### src/rtl/axi_pkg.sv
// axi_pkg: shared AXI widths and BRESP encodings
package axi_pkg;
  localparam int DEF_ID_W = 4;
  localparam int DEF_MID_W = 4;
  typedef enum logic [1:0] {
    OKAY   = 2'b00,
    EXOKAY = 2'b01,
    SLVERR = 2'b10,
    DECERR = 2'b11
  } bresp_e;
endpackage

### src/rtl/rr_arbiter.sv
// rr_arbiter: round-robin arbiter searching from ptr+1, pointer follows the last winner
module rr_arbiter #(
  parameter int N = 5,
  localparam int IW = N > 1 ? $clog2(N) : 1
) (
  input  logic          clk,
  input  logic          rst,
  input  logic [N-1:0]  req_i,
  input  logic          advance_i,
  output logic [N-1:0]  gnt_o,
  output logic [IW-1:0] gnt_idx_o,
  output logic [IW-1:0] ptr_o
);
  logic [IW-1:0] ptr_q, ptr_d;
  logic found;
  always_comb begin
    gnt_o = '0;
    gnt_idx_o = ptr_q;
    found = 1'b0;
    for (int i = 1; i <= N; i++) begin
      if (!found && req_i[(int'(ptr_q) + i) % N]) begin
        found = 1'b1;
        gnt_idx_o = IW'((int'(ptr_q) + i) % N);
        gnt_o[(int'(ptr_q) + i) % N] = 1'b1;
      end
    end
    ptr_d = advance_i && found ? gnt_idx_o : ptr_q;
  end
  always_ff @(posedge clk) ptr_q <= rst ? IW'(N - 1) : ptr_d;
  assign ptr_o = ptr_q;
endmodule

### src/rtl/axi_b_router.sv
// axi_b_router: routes B responses from NUM_S slaves to NUM_M masters by the BID master field
module axi_b_router import axi_pkg::*; #(
  parameter int NUM_S = 5,
  parameter int NUM_M = 2,
  parameter int ID_W  = DEF_ID_W,
  parameter int MID_W = DEF_MID_W
) (
  input  logic                                clk,
  input  logic                                rst,
  input  logic [NUM_S-1:0][ID_W+MID_W-1:0]    bid_s,
  input  logic [NUM_S-1:0][1:0]               bresp_s,
  input  logic [NUM_S-1:0]                    bvalid_s,
  output logic [NUM_S-1:0]                    bready_s,
  output logic [NUM_M-1:0][ID_W-1:0]          bid_m,
  output logic [NUM_M-1:0][1:0]               bresp_m,
  output logic [NUM_M-1:0]                    bvalid_m,
  input  logic [NUM_M-1:0]                    bready_m,
  output logic                                route_err
);
  localparam int SW = NUM_S > 1 ? $clog2(NUM_S) : 1;
  logic [NUM_S-1:0] bad;
  logic [NUM_M-1:0][NUM_S-1:0] req, gnt;
  logic [NUM_M-1:0][SW-1:0] gidx;
  logic [NUM_M-1:0] acc;
  logic route_err_q;
  always_comb begin
    for (int s = 0; s < NUM_S; s++)
      bad[s] = bvalid_s[s] && int'(bid_s[s][ID_W+MID_W-1:ID_W]) >= NUM_M;
    for (int m = 0; m < NUM_M; m++)
      for (int s = 0; s < NUM_S; s++)
        req[m][s] = bvalid_s[s] && int'(bid_s[s][ID_W+MID_W-1:ID_W]) == m;
  end
  // Unroutable responses are consumed on sight so they cannot stall the bus.
  always_comb begin
    bready_s = bad;
    for (int m = 0; m < NUM_M; m++) bready_s = bready_s | (gnt[m] & {NUM_S{acc[m]}});
  end
  for (genvar m = 0; m < NUM_M; m++) begin : g_m
    logic vld_q;
    logic [ID_W-1:0] id_q;
    logic [1:0] resp_q;
    logic xfer;
    assign acc[m] = !vld_q || bready_m[m];
    assign xfer = |req[m] && acc[m];
    rr_arbiter #(.N(NUM_S)) u_arb (
      .clk       (clk),
      .rst       (rst),
      .req_i     (req[m]),
      .advance_i (acc[m]),
      .gnt_o     (gnt[m]),
      .gnt_idx_o (gidx[m]),
      .ptr_o     ()
    );
    always_ff @(posedge clk) begin
      if (rst) begin
        vld_q <= 1'b0;
        id_q <= '0;
        resp_q <= '0;
      end else if (xfer) begin
        vld_q <= 1'b1;
        id_q <= bid_s[gidx[m]][ID_W-1:0];
        resp_q <= bresp_s[gidx[m]];
      end else if (bready_m[m]) begin
        vld_q <= 1'b0;
      end
    end
    assign bvalid_m[m] = vld_q;
    assign bid_m[m] = id_q;
    assign bresp_m[m] = resp_q;
  end
  always_ff @(posedge clk) route_err_q <= rst ? 1'b0 : route_err_q | (|bad);
  assign route_err = route_err_q;
endmodule
### config.mk
export PLATFORM = sky130hd
export DESIGN_NAME = axi_b_router
export DESIGN_NICKNAME = d
export VERILOG_FILES = /design/src/rtl/axi_pkg.sv /design/src/rtl/rr_arbiter.sv /design/src/rtl/axi_b_router.sv
export SDC_FILE = /design/constraint.sdc
export NUM_CORES = 1
export LEC_CHECK = 0
export ABC_AREA = 1
export BUFFER_PORTS_ARGS = -buffer_cell sky130_fd_sc_hd__buf_4
export CAP_MARGIN = 0
export CORE_MARGIN = 1
export CORE_UTILIZATION = 40
export DETAILED_ROUTE_END_ITERATION = 12
export HOLD_SLACK_MARGIN = 0.1
export PLACE_DENSITY_LB_ADDON = 0.08
export SKIP_CTS_REPAIR_TIMING = 1
export SLEW_MARGIN = 20
export SYNTH_ARGS = -nofsm -noshare
export SYNTH_HDL_FRONTEND = slang
export SYNTH_SLANG_ARGS = --single-unit
### constraint.sdc
create_clock -name clk -period 9.3 [get_ports clk]
set_clock_uncertainty 0.05 [all_clocks]
set_input_delay 0.93 -clock clk [delete_from_list [all_inputs] [get_ports clk]]
set_output_delay 0.93 -clock clk [all_outputs]
set_load 0.005 [all_outputs]
; ---- After elaboration in Yosys (flattened, before gate mapping)
; Index checks and enable logic that the tools add are counted.
[op_classes]
n_addsub = 10
div = 10
order_cmp = 27
n_eq_ne = 5
muxes = 92
n_bitwise = 13
reduce_logical = 59
[ops]
columns = cell, count
row1 = 32-bit by 1-bit >= comparator with 1-bit output (second input constant), 10
row2 = 32-bit by 5-bit < comparator with 1-bit output (second input constant), 10
row3 = 32-bit by 4-bit modulo with 32-bit output (second input constant), 10
row4 = 5-bit two-way mux, 10
row5 = 5-bit OR, 10
row6 = 8-bit binary-select mux with 3-bit select, 2
row7 = 1-bit two-way mux, 44
row8 = 1-bit logical AND, 37
row9 = 1-bit binary-select mux with 3-bit select, 10
row10 = 1-bit demux with 3-bit select, 10
row11 = 3-bit two-way mux, 10
row12 = 4-bit by 2-bit == test with 1-bit output (second input constant), 5
row13 = 4-bit by 2-bit >= comparator with 1-bit output (second input constant), 5
row14 = 4-bit logical NOT, 5
row15 = 3-bit by 2-bit adder with 4-bit output (second input constant), 4
row16 = 3-bit by 3-bit adder with 4-bit output (second input constant), 4
row17 = 5-bit OR reduction, 3
row18 = 2-bit binary-select mux with 3-bit select, 2
row19 = 5-bit bitwise AND, 2
row20 = 1-bit logical NOT, 10
row21 = 3-bit by 1-bit adder with 4-bit output (second input constant), 2
row22 = 3-bit by 4-bit < comparator with 1-bit output (second input constant), 2
row23 = 4-bit two-way mux, 2
row24 = 2-bit two-way mux, 2
row25 = 3 further kinds, 5
[word_totals]
regBits = 21
in_bits = 59
output_inout_bits = 20
wordCells = 225

; ---- Logic depth before layout (Yosys ltp)
[logic_depth]
depth_word = 21
depth_mapped = 40
depth_no_buf = 37

; ---- Cells and area by module
; A second synthesis with hierarchy kept.
[hier_totals]
cells_unflattened = 1251
area_unflattened_um2 = 6875.3
[by_module_without_submodules]
columns = module, n_inst, cells_per_inst, area_each_um2, seq_area_each_um2
row1 = rr_arbiter at g_m[1].u_arb, 1, 493, 2740.1, 60.1
row2 = rr_arbiter at g_m[0].u_arb, 1, 452, 2533.7, 60.1
row3 = axi_b_router, 1, 306, 1601.5, 300.3

; ---- Worst setup path after synthesis
; Ideal clock, no wire load.
[synth_path]
path_kind = reg2out
start = register g_m[0].u_arb.ptr_q[0]
end = output port bready_s[0]
arrival_time_ns = 4.359
required_time_ns = 8.320
slack_ns = 3.961
path_stages_with_launch = 34
path_buffers = 3
path_cell_list = dfxtp_1 -> buf_4 -> clkbuf_1 -> inv_1 -> ha_1 -> clkbuf_1 -> inv_1 -> ha_1 -> inv_1 -> nand2_2 -> nand2_2 -> nand2_4 -> xor2_1 -> ha_1 -> inv_1 -> nand3_2 -> nand2_2 -> nor2_2 -> nand2_1 -> nand2_2 -> inv_2 -> nand2_1 -> inv_1 -> nand2_1 -> nand2_1 -> nor2_2 -> nand4_2 -> inv_1 -> nand2_1 -> nor3_1 -> nand2_1 -> o211ai_1 -> nand2_1 -> nand3_1
[synth_between]
elab_chain_len = 21
word_cells_on_any_way = 74
cone_classes = add/sub: 5 / div: 5 / order compare: 10 / mux: 34 / bitwise: 7 / reduce/logical: 13
[synth_rtl]
columns = element, line
row1 = "start, declared", rr_arbiter.sv:14  ; logic [IW-1:0] ptr_q, ptr_d;
row2 = "start signal, assigned", rr_arbiter.sv:29  ; always_ff @(posedge clk) ptr_q <= rst ? IW'(N - 1) : ptr_d;
row3 = "parallel branches: the longest is 17 deep, another holds 32-bit by 4-bit modulo with 32-bit output", --
row4 = 5-bit two-way mux *, rr_arbiter.sv:21  ; if (!found && req_i[(int'(ptr_q) + i) % N]) begin
row5 = 5-bit bitwise AND *, axi_b_router.sv:36  ; for (int m = 0; m < NUM_M; m++) bready_s = bready_s | (gnt[m] & {NUM_S{acc[m]}});
row6 = 5-bit OR * (2 in a row), axi_b_router.sv:36
row7 = "end, declared", axi_b_router.sv:13  ; output logic [NUM_S-1:0] bready_s,
; Mark *: on every way between the ends. The select of a mux whose other input is x is not followed.

; ---- Worst setup path after layout
[layout_path]
start = register g_m[0].u_arb.ptr_q[1]
end = output port bready_s[2]
; The elaborated chain is that of the path after synthesis.

==> impl_metrics.sql <==
INSERT INTO impl_metrics (metric_group, metric, value, unit) VALUES
('setup_path', 'r2r.worst_path.cells', '32', ''),
('logic_synthesis', 'yosys_register_bits', '21', ''),
('global_routing', 'met2_usage', '0.414', ''),
('final_layout', 'total_area_of_multi_input_combinational_cells', '5150', 'um^2'),
('floorplanning', 'starting_density_of_the_core', '0.410', ''),
('final_layout', 'layout_common_cells', 'nand2_1, inv_1, nand3_1, nor2_1, buf_4', ''),
('logic_synthesis', 'synth_adder_area_share', '0.119', ''),
('floorplanning', 'core_region_area', '15900', 'um^2'),
('clock_tree', 'clock_latency', '260', 'ps'),
('logic_synthesis', 'post_synth_inst_count', '1184', ''),
('logic_synthesis', 'ys_seq_area_frac', '0.0643', ''),
('route', 'ant_nets', '0', ''),
('route', 'remaining_drc_errors', '0', ''),
('final_layout', 'drive_above_1_share', '0.161', ''),
('global_routing', 'overflow_left_after_global_routing', '0', ''),
('setup_path', 'worstPathArrival', '5130', 'ps'),
('timing', 'final.min_clock_period', '6110', 'ps'),
('logic_synthesis', 'yosys.area_share.xor_xnor', '0.0172', ''),
('logic_synthesis', 'synthArstFlopShare', '0', ''),
('job', 'drv.max_cap_violation_count', '0', ''),
('logic_synthesis', 'yosys-mux-area-fraction', '0.00153', ''),
('timing', 'grt_setup_unrepaired', 'false', ''),
('setup_path', 'worst-endpoint-required', '8320', 'ps'),
('final_layout', 'fill_cells', '1751', ''),
('floorplanning', 'die-area', '16800', 'um^2'),
('logic_synthesis', 'post_syn_area', '6530', 'um^2'),
('logic_synthesis', 'synth-compound-area-share', '0.133', ''),
('route', 'vias_per_std_cell', '5.25', ''),
('global_routing', 'vias_in_the_first_global_route', '6800', ''),
('setup_path', 'worst_stage_delay_on_the_critical_path', '600', 'ps'),
('final_layout', 'n_antenna_cell', '0', ''),
('setup_path', 'worst_r2r_endpoint', 'g_m[0].resp_q[1]', ''),
('status', 'run_status', 'complete, no violations', ''),
('setup_path', 'cp_common_cell', 'inv_1', ''),
('global_routing', 'grt_use_met3', '0.0152', ''),
('setup_path', 'cp_num_cells', '32', ''),
('logic_synthesis', 'yosys_cell_types', '60', ''),
('timing', 'timing.final.setup_violations', '0', ''),
('global_routing', 'met1_track_demand_over_resource', '0.320', ''),
('route', 'dr.first_iter.drc_count', '650', ''),
('clock_tree', 'tritoncts.num_buffers', '3', ''),
('min_path', 'hold_path_class', 'flip-flop to flip-flop', ''),
('logic_synthesis', 'synth_edf_count', '0', ''),
('setup_path', 'cpMaxStageDelayCell', 'dfxtp_1', ''),
('setup_path', 'worst-path-max-fanout', '11', ''),
('final_layout', 'num-nets-final', '1366', ''),
('setup_path', 'worstSetupStartpoint', 'g_m[0].u_arb.ptr_o[1]', ''),
('global_routing', 'pin_count_of_the_biggest_net_entering_global_routing', '23', ''),
('timing', 'totalNegativeSetupSlack', '0', 'ps'),
('logic_synthesis', 'main_combinational_cell_family_by_area_after_synthesis', 'simple AND/OR/NAND/NOR gates', ''),
('logic_synthesis', 'synth-main-ff-cell', 'dfxtp_1', ''),
('global_routing', 'grt_most_used_layer', 'met2', ''),
('floorplanning', 'num_io_pins', '79', ''),
('final_layout', 'leading_cell_type_in_the_layout_fill_and_taps_excluded', 'nand2_1', ''),
('logic_synthesis', 'syn_area_per_cell', '5.52', 'um^2'),
('setup_path', 'r2r_setup_slack', '4000', 'ps'),
('timing', 'timing.final.max_slew_violations', '0', ''),
('clock_tree', 'cts_sinks', '21', ''),
('clock_tree', 'cts-htree-levels', '1', ''),
('route', 'wirelength', '20500', 'um'),
('setup_path', 'worstSetupEndpointType', 'output port', ''),
('global_routing', 'global_route.usage.total', '0.242', ''),
('setup_path', 'setup.worst_path.end', 'bready_s[2]', ''),
('setup_path', 'rr_startpoint', 'g_m[0].u_arb.ptr_o[1]', ''),
('timing', 'hold_viol_final', '0', ''),
('timing', 'fin_crit_sh', '0.657', ''),
('setup_path', 'path_delay_family', 'simple AND/OR/NAND/NOR gates', ''),
('clock_tree', 'clock_slew_seen_by_the_registers_of_the_worst_setup_and_hold_paths', '60', 'ps'),
('floorplanning', 'placementRows', '46', ''),
('timing', 'slew-limit-headroom', '0.430', ''),
('logic_synthesis', 'yosys_warnings', '0', '');
[flip-flops by register name (all words and copies together), names as in the netlist]
signal	flops
g_m.id_q	8
g_m.vld_q	2
g_m.u_arb.ptr_o	6
g_m.resp_q	4
route_err	1
[area by class of cell]
type / count / share of cell area
Tap cell: 216 / 0.0369
Clock buffer: 3 / 0.0102
Clock inverter: 1 / 0.000683
Multi-Input combinational cell: 930 / 0.703
Timing Repair Buffer: 82 / 0.0840
Inverter: 207 / 0.107
Sequential cell: 21 / 0.0574
[worst min path at each step]
| stage | endpoint | slack (ps) | cells past startpoint |
|---|---|---|---|
| 4_1_cts | g_m[0].id_q[1] | 420 | 2 |
| 2_1_floorplan | g_m[0].id_q[0] | 410 | 2 |
| 5_1_grt | g_m[0].id_q[2] | 450 | 2 |
| 3_3_place_gp | g_m[0].id_q[1] | 400 | 2 |
| 3_5_place_dp | g_m[0].id_q[1] | 410 | 2 |
| 6_report | g_m[0].id_q[1] | 420 | 2 |
[metal layers]
layer | routed length, um | share of wire | up-vias
met4 | 569 | 0.028 | 0
met2 | 9650 | 0.47 | 205
li1 | - | - | 3984
met5 | 0 | 0 | -
met3 | 954 | 0.047 | 41
met1 | 9290 | 0.45 | 3439
[worst reg2reg max path, delay by kind of cell (launching register included)]
family                     cells  cell delay, ps
and+or+nand+nor               18            2100
adders and majority gates      3            1040
buffers and inverters          8             910
DFF                            1             600
xor gates and xnor gates       1             290
AOI/OAI and AO/OA              2             240
[stage by stage]
step / instances / setup slack (ps) / util / instance area, um^2 / hold slack, ps
after detailed placement: 1456 / 3480 / 0.454 / 7240 / 406
after global routing: 1460 / 2510 / 0.459 / 7320 / 446
after CTS: 1460 / 3190 / 0.459 / 7320 / 416
after global placement: 1456 / 3500 / 0.454 / 7240 / 403
after floorplan: 1184 / 3960 / - / 6530 / 412
final: 1460 / 3190 / 0.459 / 7320 / 422
[kinds of logic after synthesis]
| group | count (synthesis) |
|---|---|
| xor+xnor | 12 |
| buf+inv | 233 |
| simple gates | 708 |
| mux | 1 |
| fa+ha+maj | 62 |
| compound gates | 147 |
| flops | 21 |
[cell usage after synthesis, types with 2 or more instances]
cell,count,share of area
clkbuf_1,5,0.0029
buf_2,10,0.0077
inv_2,21,0.012
nand3b_1,2,0.0023
nor4_1,10,0.0096
nor2_4,4,0.0069
o31ai_1,2,0.0023
nor2_2,11,0.011
nor3_2,2,0.0031
o21ai_0,46,0.035
or3_1,2,0.0019
a221oi_1,2,0.0027
nand2_4,7,0.012
nand3_1,155,0.12
nand3_4,3,0.0080
nor2_1,82,0.047
a21oi_2,4,0.0054
a21oi_1,42,0.032
o21a_1,2,0.0023
dfxtp_1,21,0.064
o21ai_2,3,0.0040
buf_4,4,0.0046
nor3_1,21,0.016
nand2_2,37,0.035
o21ai_1,17,0.013
nand2_1,316,0.18
buf_6,6,0.010
nand3_2,13,0.020
ha_1,62,0.12
xor2_1,10,0.013
o2111ai_1,5,0.0067
inv_1,182,0.10
o211ai_1,5,0.0057
o22ai_1,2,0.0019
nand4_1,38,0.036
a31oi_1,6,0.0057
Power is not shown: default switching activity piles up to over one toggle a cycle in this logic, so the estimate is an artifact.
